--- config.mk ---
export PLATFORM = sky130hd
export DESIGN_NAME = fifo_stream_reader
export DESIGN_NICKNAME = d
export VERILOG_FILES = /design/src/rtl/fifo_stream_reader.sv
export SDC_FILE = /design/constraint.sdc
export NUM_CORES = 1
export LEC_CHECK = 0
export ABC_AREA = 0
export BUFFER_PORTS_ARGS = -buffer_cell sky130_fd_sc_hd__buf_2
export CAP_MARGIN = 20
export CORE_ASPECT_RATIO = 1.1
export CORE_UTILIZATION = 46
export DETAILED_ROUTE_END_ITERATION = 8
export PLACE_DENSITY_LB_ADDON = 0.25
export SYNTH_ARGS = -nofsm -noshare
export SYNTH_HDL_FRONTEND = slang
export SYNTH_SLANG_ARGS = --single-unit
--- constraint.sdc ---
create_clock -name clk -period 6.65 [get_ports clk]
set_clock_uncertainty 0.2 [all_clocks]
set_input_delay 0.9975 -clock clk [delete_from_list [all_inputs] [get_ports clk]]
set_output_delay 0.9975 -clock clk [all_outputs]
set_load 0.02 [all_outputs]
--- src/rtl/fifo_stream_reader.sv ---
// Read-side controller for the receive sync_fifo: 2-entry skid buffer over a registered-read port
// plus forward-skip servicing. Define FIFO_READER_COUNT_EN to add the word_count output.
module fifo_stream_reader #(
  parameter int ADDR_WIDTH = 3,
  parameter int DATA_WIDTH = 24
) (
  input  logic                  clk,
  input  logic                  rst,
  output logic                  fifo_rd_en,
  input  logic [DATA_WIDTH-1:0] fifo_rd_data,
  input  logic                  fifo_empty,
  output logic                  fifo_jump,
  output logic [ADDR_WIDTH-1:0] fifo_jump_value,
  input  logic                  fifo_jump_error,
  output logic                  m_valid,
  output logic [DATA_WIDTH-1:0] m_data,
  input  logic                  m_ready,
  input  logic                  skip_req,
  input  logic [ADDR_WIDTH-1:0] skip_count,
  output logic                  skip_busy,
  output logic                  skip_done,
`ifdef FIFO_READER_COUNT_EN
  output logic                  skip_err,
  output logic [15:0]           word_count
`else
  output logic                  skip_err
`endif
);

  typedef enum logic [2:0] {S_IDLE, S_SETTLE, S_JUMP, S_DONE, S_ERR} state_t;

  state_t                  state, state_nx;
  logic [1:0]              occ, occ_nx;
  logic                    rd_vld_p1;
  logic [DATA_WIDTH-1:0]   buf0, buf1, buf0_nx, buf1_nx;
  logic [ADDR_WIDTH-1:0]   n_q, n_nx;
  logic [ADDR_WIDTH-1:0]   occ_w;
  logic [2:0]              demand;
  logic                    hs;

  assign occ_w   = ADDR_WIDTH'(occ);
  assign m_valid = (state == S_IDLE) && (occ != 2'd0);
  assign m_data  = buf0;
  assign hs      = m_valid && m_ready;
  // Slots already claimed once this cycle's handshake retires; keeps the buffer from overflowing.
  assign demand  = 3'(occ) + 3'(rd_vld_p1) - 3'(hs);

  assign fifo_rd_en = !rst && (state == S_IDLE) && !fifo_empty && (demand < 3'd2);
  assign skip_busy  = (state != S_IDLE);

  always_comb begin
    state_nx        = state;
    n_nx            = n_q;
    occ_nx          = occ;
    buf0_nx         = buf0;
    buf1_nx         = buf1;
    fifo_jump       = 1'b0;
    fifo_jump_value = '0;
    skip_done       = 1'b0;
    skip_err        = 1'b0;

    if (hs) begin
      buf0_nx = buf1;
      occ_nx  = occ - 2'd1;
    end
    if (rd_vld_p1) begin
      if (occ_nx == 2'd0) buf0_nx = fifo_rd_data;
      else                buf1_nx = fifo_rd_data;
      occ_nx = occ_nx + 2'd1;
    end

    case (state)
      S_IDLE: begin
        if (skip_req) begin
          n_nx     = skip_count;
          state_nx = S_SETTLE;
        end
      end
      S_SETTLE: begin
        // Wait out a landing word so the buffered count is final before deciding.
        if (!rd_vld_p1) begin
          if (n_q == '0) begin
            state_nx = S_DONE;
          end else if (n_q <= occ_w) begin
            if (n_q == ADDR_WIDTH'(1)) begin
              buf0_nx = buf1;
              occ_nx  = occ - 2'd1;
            end else begin
              occ_nx = 2'd0;
            end
            state_nx = S_DONE;
          end else begin
            state_nx = S_JUMP;
          end
        end
      end
      S_JUMP: begin
        fifo_jump       = 1'b1;
        fifo_jump_value = n_q - occ_w;
        if (fifo_jump_error) begin
          state_nx = S_ERR;
        end else begin
          occ_nx   = 2'd0;
          state_nx = S_DONE;
        end
      end
      S_DONE: begin
        skip_done = 1'b1;
        state_nx  = S_IDLE;
      end
      S_ERR: begin
        skip_err = 1'b1;
        state_nx = S_IDLE;
      end
      default: state_nx = S_IDLE;
    endcase
  end

  // p0 -> p1: pop issued, read data lands one cycle later
  always_ff @(posedge clk) begin
    if (rst) begin
      state     <= S_IDLE;
      occ       <= 2'd0;
      rd_vld_p1 <= 1'b0;
      n_q       <= '0;
    end else begin
      state     <= state_nx;
      occ       <= occ_nx;
      rd_vld_p1 <= fifo_rd_en && !fifo_empty;
      n_q       <= n_nx;
    end
  end

  // Head entry is cleared so m_data reads zero out of reset.
  always_ff @(posedge clk) begin
    if (rst) buf0 <= '0;
    else     buf0 <= buf0_nx;
    buf1 <= buf1_nx;
  end

`ifdef FIFO_READER_COUNT_EN
  always_ff @(posedge clk) begin
    if (rst)                   word_count <= 16'd0;
    else if (state == S_DONE)  word_count <= word_count + 16'(n_q);
    else if (hs)               word_count <= word_count + 16'd1;
  end
`endif

endmodule

==> results.json <==
{
  "synth_area_leaders": "edfxtp_1 28%, dfxtp_1 26%, nand2_1 8.0%, a22oi_1 7.0%, nor2_1 5.8%",
  "p_leak_nw": 1.278,
  "fin_crit_ns": 4.131,
  "worst_pin_slew_ns": 0.8849,
  "end_kind": "output pin",
  "cp_num_buf_inv": 2,
  "synth_top_cell_area_share_pct": 27.83,
  "coreArea_um2": 5395,
  "slowest_stage": "fa_1",
  "synth_warnings": 0,
  "ys_seq_area_share_pct": 53.33,
  "final-hold-violation-count": 0,
  "antenna_found_initial": 0,
  "clkLatencyLatePin_ns": 0.34,
  "grt_pass1_wl_mm": 9.411,
  "drv_slew": 0,
  "track_usage_pct": 21.27,
  "path_max_fanout": 8,
  "cp-start-kind": "flop",
  "path_clk_slew_ns": 0.06,
  "powerDensity_nw_per_um2": 428.7,
  "run_status": "finished, final reports clean",
  "synth_area_um2": 2590,
  "yosysTopAreaCell": "edfxtp_1",
  "clk_path_buf_depth": 2,
  "ys.flop_type": "dfxtp_1",
  "place_ws_ns": 2.668,
  "ctsResizeCount": 0,
  "rows": 28,
  "crit_family": "simple AND/OR/NAND/NOR gates",
  "drtIter0Drc": 187,
  "grt_pass1_vias": 2024,
  "cts_root_buffer": "clkbuf_8",
  "fin_ws_ns": 2.519,
  "final_antenna_net_count": 0,
  "peakVddDrop_uv": 194.9,
  "start_util_pct": 48.01,
  "synth_cell_types": 41,
  "hold_path.class": "flop to flop",
  "syn_area_per_cell_um2": 9.250,
  "fin_setup_tns_ns": 0,
  "period_share_pct": 62.12,
  "viasPerCell": 5.276,
  "required_ns": 5.45,
  "maxCapViolations": 0,
  "rsz0062_at_grt": "false",
  "hold_buffers": 0,
  "htree_levels": 3,
  "grt_max_degree": 34,
  "synth_nets": 319,
  "gp_routability_congestion": 0.8132,
  "max_freq_mhz": 242.1,
  "synth-edff-count": 24,
  "die_w_um": 73.55,
  "crit_type": "flop to output pin",
  "cp.arrival_ns": 2.93,
  "fill_cells": 523,
  "yosys_register_bits": 57,
  "cts_buffers": 9,
  "synthToLayoutAreaGrowth_pct": 21.59,
  "setup-violations-final": 0,
  "routedWlPerCell_um": 14.13,
  "hpwl_mm": 3.713,
  "drive_gt1_share_pct": 25.80,
  "whs_ns": 0.2817,
  "drc": 0,
  "nets": 379,
  "drt_wl_total_mm": 5.936,
  "synthesis.instances": 280,
  "crit_chain": "nor3_2 > inv_2 > nor3b_4 > nor2b_1 > o21ai_0 > fa_1 > xnor2_1 > nand3_1 > nor2_1 > buf_2",
  "max_stage_delay_ns": 0.40,
  "io_buffers": 65,
  "clkSinkCount": 57,
  "diodes": 0,
  "io_pins": 66,
  "vias": 2216,
  "async_flop_share_pct": 0,
  "post-cts-setup-buffers": 0,
  "grt_overflow_total": 0,
  "dieHeight_um": 80.70,
  "cts_tree": "done",
  "max_slew_margin_pct": 41.01,
  "drtPass1Iterations": 4,
  "die_area_um2": 5935
}
-- final timing paths --
kind	from	end	slack [ns]	cells after the start
min	n_q[0]	n_q[0]	0.28	2
min reg2reg	n_q[0]	n_q[0]	0.28	2
max	state[0]	fifo_rd_en	2.52	10
max reg2reg	state[0]	m_data[5]	2.84	10
-- where the power goes --
part | switching, mW | internal, mW
clock network | 0.140 | 0.209
registers | 0.0522 | 0.447
logic | 0.315 | 0.187
total | 0.507 | 0.843
-- worst min-delay path, delay by kind of cell, from the launching register on --
kind	cells	cell delay, ns
AOI/OAI and AO/OA	1	0.05
DFF	1	0.32
and+or+nand+nor	1	0.06
-- synth_stat cells, drive strengths merged, types with 3 or more instances --
| cell | count |
|---|---|
| clkbuf | 15 |
| nor2b | 5 |
| xnor2 | 3 |
| nor3b | 4 |
| buf | 3 |
| inv | 8 |
| o21ai | 29 |
| nand2 | 55 |
| edfxtp | 24 |
| nor2 | 40 |
| a21oi | 6 |
| dfxtp | 33 |
| ha | 4 |
| a22oi | 24 |
| nand3 | 6 |
-- per-stage QoR --
step,power [mW],instance area (µm²),util (%),std cells
2_1_floorplan,0.8778,2590,-,280
3_3_place_gp,0.9991,2940,54.50,404
3_5_place_dp,1.008,2940,54.50,404
4_1_cts,1.357,3149,58.37,420
5_1_grt,1.436,3149,58.37,420
6_report,1.350,3149,58.37,420
-- logic make-up (layout without fill, tap and decap cells) --
family	Yosys count	after routing	synth area share, %
AOI/OAI and AO/OA	68	68	16.96
xor gates and xnor gates	3	3	1.015
adders and majority gates	6	6	3.478
buffers and inverters	26	91	4.493
DFF	57	57	53.33
and+or+nand+nor	120	120	20.73
-- metal layers --
metal / vias up / track usage (%) / share of wire, %
met1: 1023 / 28.29 / 47
met5: - / 0 / 0
met2: 89 / 31.47 / 45
met3: 7 / 5.646 / 7.0
met4: 0 / 11.35 / 1.2
li1: 1097 / - / -
-- state kept, by name, summed over array words and instances, names as in the netlist --
| register | flops |
|---|---|
| buf1 | 24 |
| n_q | 3 |
| occ | 2 |
| m_data | 24 |
| rd_vld_p1 | 1 |
| state | 3 |
-- cell usage in the layout (no fill, tap or decap), types with 2 or more instances in the layout --
master | Yosys | final
a21oi_1 | 6 | 6
a22oi_1 | 24 | 24
buf_2 | 1 | 65
buf_4 | 0 | 2
bufinv_16 | 0 | 2
clkbuf_8 | 0 | 9
clkinv_1 | 0 | 2
dfxtp_1 | 33 | 33
edfxtp_1 | 24 | 24
fa_1 | 2 | 2
ha_1 | 4 | 4
inv_1 | 6 | 6
inv_2 | 2 | 2
nand2_1 | 55 | 55
nand3_1 | 5 | 5
nor2_1 | 40 | 40
nor2b_1 | 5 | 4
nor3b_1 | 3 | 3
o21ai_0 | 27 | 27
o21ai_1 | 2 | 2
xnor2_1 | 3 | 3
-- final cells by class --
class,count,area (µm²),share of cell area [%]
sequential,57,1381,43.86
inverter,8,30.03,0.9535
tap,75,93.84,2.980
clock buffer,10,127.6,4.052
timing repair buffer,67,340.3,10.81
multi-input combinational,197,1095,34.76
clock inverter,6,81.33,2.582
Power figures use the tool's default switching activity.
